[src/rtl/dfe_pkg.sv]
// Shared constants for the digital front-end chain (comb -> integrator/decimator).
// Comb and integrator both import this package so their sample and accumulator widths agree.
package dfe_pkg;

  localparam int WINDOW_LEN      = 250;
  localparam int COMB_DATA_WIDTH = 2;
  localparam int INTEG_ACC_WIDTH = 9;
  localparam int DECIM_DEFAULT   = WINDOW_LEN;
  localparam int CNT_WIDTH       = $clog2(DECIM_DEFAULT);

endpackage

[src/rtl/integrator_decim.sv]
// Integrator-and-decimate stage: free-running modular accumulator of the comb output,
// emitting the running sum once every DECIMATION accepted samples.
module integrator_decim
  import dfe_pkg::*;
#(
  parameter int DATA_WIDTH = COMB_DATA_WIDTH,
  parameter int ACC_WIDTH  = INTEG_ACC_WIDTH,
  parameter int DECIMATION = DECIM_DEFAULT
) (
  input  logic                  clk_i,
  input  logic                  rst_i,
  input  logic                  en_i,
  input  logic [DATA_WIDTH-1:0] data_i,
  input  logic                  valid_i,
  output logic [ACC_WIDTH-1:0]  data_o,
  output logic                  valid_o
);

  // Handshake: data_i is consumed on every clock where en_i & valid_i are high (no backpressure);
  // valid_o is a single-cycle pulse and data_o is meaningful only while it is high (held otherwise).

  localparam int CW = (DECIMATION > 1) ? $clog2(DECIMATION) : 1;
  localparam logic [CW-1:0] CNT_LAST = CW'(DECIMATION - 1);

  logic [CW-1:0]        cnt;
  logic [ACC_WIDTH-1:0] acc;
  logic [ACC_WIDTH-1:0] sample_ext;
  logic [ACC_WIDTH-1:0] acc_next;
  logic                 acc_fire;
  logic                 cnt_last;

  // Sign extension keeps -2 (2'b10) correct even though the comb never produces it.
  assign sample_ext = {{(ACC_WIDTH - DATA_WIDTH){data_i[DATA_WIDTH-1]}}, data_i};
  assign acc_next   = acc + sample_ext;
  assign acc_fire   = en_i & valid_i & ~rst_i;
  assign cnt_last   = (cnt == CNT_LAST);

  // Wraps modulo 2^ACC_WIDTH; never cleared at window boundaries.
  always_ff @(posedge clk_i) begin
    if (rst_i || !en_i) begin
      acc <= '0;
    end else if (acc_fire) begin
      acc <= acc_next;
    end
  end

  always_ff @(posedge clk_i) begin
    if (rst_i || !en_i) begin
      cnt <= '0;
    end else if (acc_fire) begin
      cnt <= cnt_last ? '0 : cnt + 1'b1;
    end
  end

  // data_o survives en_i low; only reset clears it.
  always_ff @(posedge clk_i) begin
    if (rst_i) begin
      data_o  <= '0;
      valid_o <= 1'b0;
    end else begin
      valid_o <= acc_fire & cnt_last;
      if (acc_fire && cnt_last) begin
        data_o <= acc_next;
      end
    end
  end

endmodule

[config.mk]
export PLATFORM = sky130hd
export DESIGN_NAME = integrator_decim
export DESIGN_NICKNAME = d
export VERILOG_FILES = /design/src/rtl/dfe_pkg.sv /design/src/rtl/integrator_decim.sv
export SDC_FILE = /design/constraint.sdc
export NUM_CORES = 1
export LEC_CHECK = 0
export BUFFER_PORTS_ARGS = -buffer_cell sky130_fd_sc_hd__buf_2
export CORE_MARGIN = 3
export CORE_UTILIZATION = 35
export CTS_CLUSTER_SIZE = 16
export DETAILED_ROUTE_END_ITERATION = 10
export SLEW_MARGIN = 20
export SYNTH_ARGS = -nofsm -noshare
export SYNTH_HDL_FRONTEND = slang
export SYNTH_SLANG_ARGS = --single-unit
[constraint.sdc]
create_clock -name clk_i -period 3 [get_ports clk_i]
set_input_delay 0.15 -clock clk_i [delete_from_list [all_inputs] [get_ports clk_i]]
set_output_delay 0.15 -clock clk_i [all_outputs]
set_load 0.01 [all_outputs]
== Word-level counts from Yosys, hierarchy flattened ==
Index checks and enable logic that the tools add are counted.

* Bits in registers: 27
* Bits of input ports: 6
* Output and inout bits: 10
* Logic and storage cells: 15

* Add/sub/neg operators: 2
* Muxes and demuxes: 1
* Reductions and logical operators: 3
* Bitwise logic cells: 4
* Equal/unequal tests: 1

{| class="wikitable"
|+ Operator list
! operator !! count
|-
| 9-bit adder || 1
|-
| 8-bit by 1-bit adder with 8-bit output, second input constant || 1
|-
| 8-bit equality test, second input constant || 1
|-
| 8-bit 2-to-1 mux || 1
|-
| 1-bit bitwise AND || 3
|-
| 1-bit logical AND || 1
|-
| 1-bit zero test || 1
|-
| 1-bit logical OR || 1
|-
| 1-bit NOT || 1
|}

== Logic depth before layout (Yosys ltp) ==
* Depth in word-level cells: 3
* Gate-level depth with buffers: 8
* Mapped depth without buffers: 7

== Worst setup path after synthesis ==
Ideal clock, no wire load.

* Path kind: register to register
* Start point: register acc[0]
* End point: register data_o[8]
* Data arrival time: 2.027 ns
* Cell stages (with the launch flop): 8
* Data required time: 2.912 ns
* Period minus slack after synthesis: 2.115 ns
* Buffers on the path: 0
* Library setup time: 0.088 ns
* Path slack: 0.885 ns
* Path through: dfxtp_1 > ha_1 > fa_1 > a211oi_2 > o21ai_2 > and4_4 > or3_1 > a311oi_2

* Longest elaborated chain between the ends: 1

{| class="wikitable"
|+ Ends and longest elaborated chain
! element !! line !! RTL
|-
| start: declaration || integrator_decim.sv:26 || <nowiki>logic [ACC_WIDTH-1:0] acc;</nowiki>
|-
| start signal: assignment || integrator_decim.sv:43 || <nowiki>acc <= acc_next;</nowiki>
|-
| 9-bit adder || integrator_decim.sv:34 || <nowiki>assign acc_next = acc + sample_ext;</nowiki>
|-
| end signal: assignment || integrator_decim.sv:63 || <nowiki>data_o <= acc_next;</nowiki>
|-
| end: declaration || integrator_decim.sv:15 || <nowiki>output logic [ACC_WIDTH-1:0] data_o,</nowiki>
|}

Every way passes these cells.
A chain may end at the register's enable or synchronous reset.

== Worst setup path after layout ==
* Start point: register acc[0]
* End point: register acc[8]

* Longest elaborated chain between the ends: 1

{| class="wikitable"
|+ Ends and longest elaborated chain
! element !! line
|-
| 9-bit adder || integrator_decim.sv:34
|}

Every way passes these cells.

==> reports/qor.yml <==
track_usage_pct: 12.5
final_cells: 227
async_flop_share_pct: 0
skew_ns: 0.00194
clkPwrFrac_pct: 30.4
synth.area.top_cells: "dfxtp_1 38%, ha_1 8.7%, nor2_1 5.2%, a21oi_1 4.9%, nand2_1 4.7%"
diodes: 0
tritoncts: "yes"
clock_sinks: 27
synth_area_per_cell_um2: 8.71
cp_cell_sequence: "ha_1, fa_1, a211oi_2, o21ai_2, and4_4, or4_1, a21oi_1"
cts_root_buf: "clkbuf_8"
ys.flop_type: "dfxtp_1"
synth_edf_count: 0
ant_nets: 0
cap_violations: 0
synth.most_common_cell: "dfxtp_1"
rows: 22
p_comb_share_pct: 13.7
fin_crit_ns: 2.23
start_util_pct: 37.8
vias: 1160
io_buffers: 15
worstMarginPinSlew_ns: 0.579
status: "complete, no violations"
wl_per_cell_um: 12.5
postLayoutCoreUtil_pct: 41.8
fmax_mhz: 449
clk_transition_reported_paths_ns: 0.09
dieArea_mm2: 0.00491
crit_slowest_cell: "or4_1"
drtPass1Iterations: 4
slew-limit-headroom_pct: 61.4
clkLatencyLatePin_ns: 0.26
setup-violations-final: 0
grt_pass1_wl_um: 5060
grt_max_degree: 16
synthCells: 165
timing.final.crit_share_pct: 74.3
cp_slowest_stage_delay_ns: 0.46
setup_tns_ns: 0
pwr-share-seq_pct: 55.9
ir_drop_mv: 0.169
cts_buffers: 3
fin_nets: 197
pre_cts_ws_ns: 0.777
drt_iter0_drc: 115
cp.buffers_inverters: 0
cts_resized: 0
critPathTopFamily: "simple AND/OR/NAND/NOR gates"
cp.required_ns: 3.20
cts-hold-fix-buffers: 0
area_growth_pct: 10.4
yosysTopAreaCellShare_pct: 37.6
antenna_found_initial: 0
viasPerCell: 5.11
ys_seq_elements: 27
worstPathArrival_ns: 2.43
synthesis.nets: 182
cp-end-kind: "flop"
crit_type: "flop to flop"
hp-class: "input port to flop"
cts_max_path_buffers: 2
synth_cell_types: 44
syn_area_mm2: 0.00144
yosys-top-cells-count: "27 x dfxtp_1, 20 x nor2_1, 18 x nand2_1, 14 x a21oi_1, 10 x ha_1"
ys_seq_area_share_pct: 37.6
die_w_um: 70.1
crit_fanout: 4
route.detailed.drc: 0
ioPinCount: 16
p_int_mw: 0.494
finalWirelength_um: 2840
fp.coreArea_mm2: 0.00380
first_global_vias: 1095
overflow: 0
dp.cells: 223
post-dp-hpwl_um: 2170
fp.dieH_um: 70.1
p_per_area_mw_per_mm2: 415
cp-start-kind: "flop"
p_switching_mw: 0.165
final_layout_size_suffix_gt1_share_pct: 14.0
finalHoldViolations: 0
synth_top_cell_by_area: "dfxtp_1"
cts_setup_buffers: 0
yosysWarnings: 0
sw_frac_of_total_pct: 25.0
rsz0062_at_grt: "false"
gp_congestion: 0.842
p_leak_nw: 0.677
cts_max_level: 1
post-route-worst-setup-slack_ns: 0.771
drv_slew: 0
-- cell families after synthesis --
kind of cell	count (synthesis)	synth area share, %
flip-flops	27	37.6
multiplexers	5	3.48
AO/OA/AOI/OAI	40	18.4
adder cells (fa/ha/maj)	11	10.1
XOR/XNOR	7	4.26
buffers and inverters	11	3.74
AND/OR/NAND/NOR	64	22.5
-- final timing paths --
check	from	end	slack, ns	cells after the start
worst max-delay path	acc[0]$_SDFFE_PP0P_	acc[8]$_SDFFE_PP0P_	0.77	7
worst min-delay path	rst_i	data_o[8]$_SDFFE_PP0P_	0.19	2
worst max register to register	acc[0]$_SDFFE_PP0P_	acc[8]$_SDFFE_PP0P_	0.77	7
worst min register to register	data_o[0]$_SDFFE_PP0P_	data_o[0]$_SDFFE_PP0P_	0.47	2
-- layer usage --
| layer | global-route usage [%] | vias to the layer above | share of wire (%) |
|---|---|---|---|
| met5 | 0 | - | 0 |
| met4 | 4.47 | 0 | 0.85 |
| met3 | 2.01 | 2 | 2.9 |
| met2 | 19.0 | 11 | 45 |
| met1 | 17.7 | 527 | 51 |
| li1 | - | 620 | - |
-- final cells by class --
cell class                      instances  area [um2]
Sequential cell                        27         541
Fill cell                             386        2210
Tap cell                               48        60.1
Timing Repair Buffer                   15        75.1
Multi-Input combinational cell        127         843
Clock buffer                            4        45.0
Inverter                                6        22.5
-- stage by stage --
step                      cell area, um2  total power [mW]  hold WS (ns)
final                               1590             0.659         0.189
after floorplan                     1440             0.445         0.363
after global placement              1540             0.465         0.439
after global routing                1590             0.698         0.209
after CTS                           1590             0.670         0.185
after detailed placement            1540             0.466         0.451
-- placed cells by master (no fill, tap or decap), types with 4 or more instances in the layout --
cell type and instances:
xnor2_1 5, nand3_1 5, ha_1 10, dfxtp_1 27, a21oi_1 14, nand2_1 18, o21ai_0 7, nor2_1 20
a211oi_1 4, buf_2 15, inv_1 6, mux2i_1 5, a21o_1 4
-- worst register-to-register path: stages (launching register included) --
cell and delay (ns):
dfxtp_1 0.32, ha_1 0.22, fa_1 0.44, a211oi_2 0.26, o21ai_2 0.11, and4_4 0.21, or4_1 0.46, a21oi_1 0.15
-- registers in the layout, indices dropped and copies added, names as in the netlist --
| name | flops |
|---|---|
| data_o | 9 |
| valid_o | 1 |
| acc | 9 |
| cnt | 8 |
-- power by group through the flow --
stage,clock [mW],sequential [mW],combinational [mW]
2_1_floorplan,0,0.376,0.0688
3_3_place_gp,0,0.376,0.0884
3_5_place_dp,0,0.377,0.0894
4_1_cts,0.211,0.369,0.0901
5_1_grt,0.225,0.370,0.102
6_report,0.200,0.368,0.0901
No activity file was read; power rests on OpenSTA's default activity.
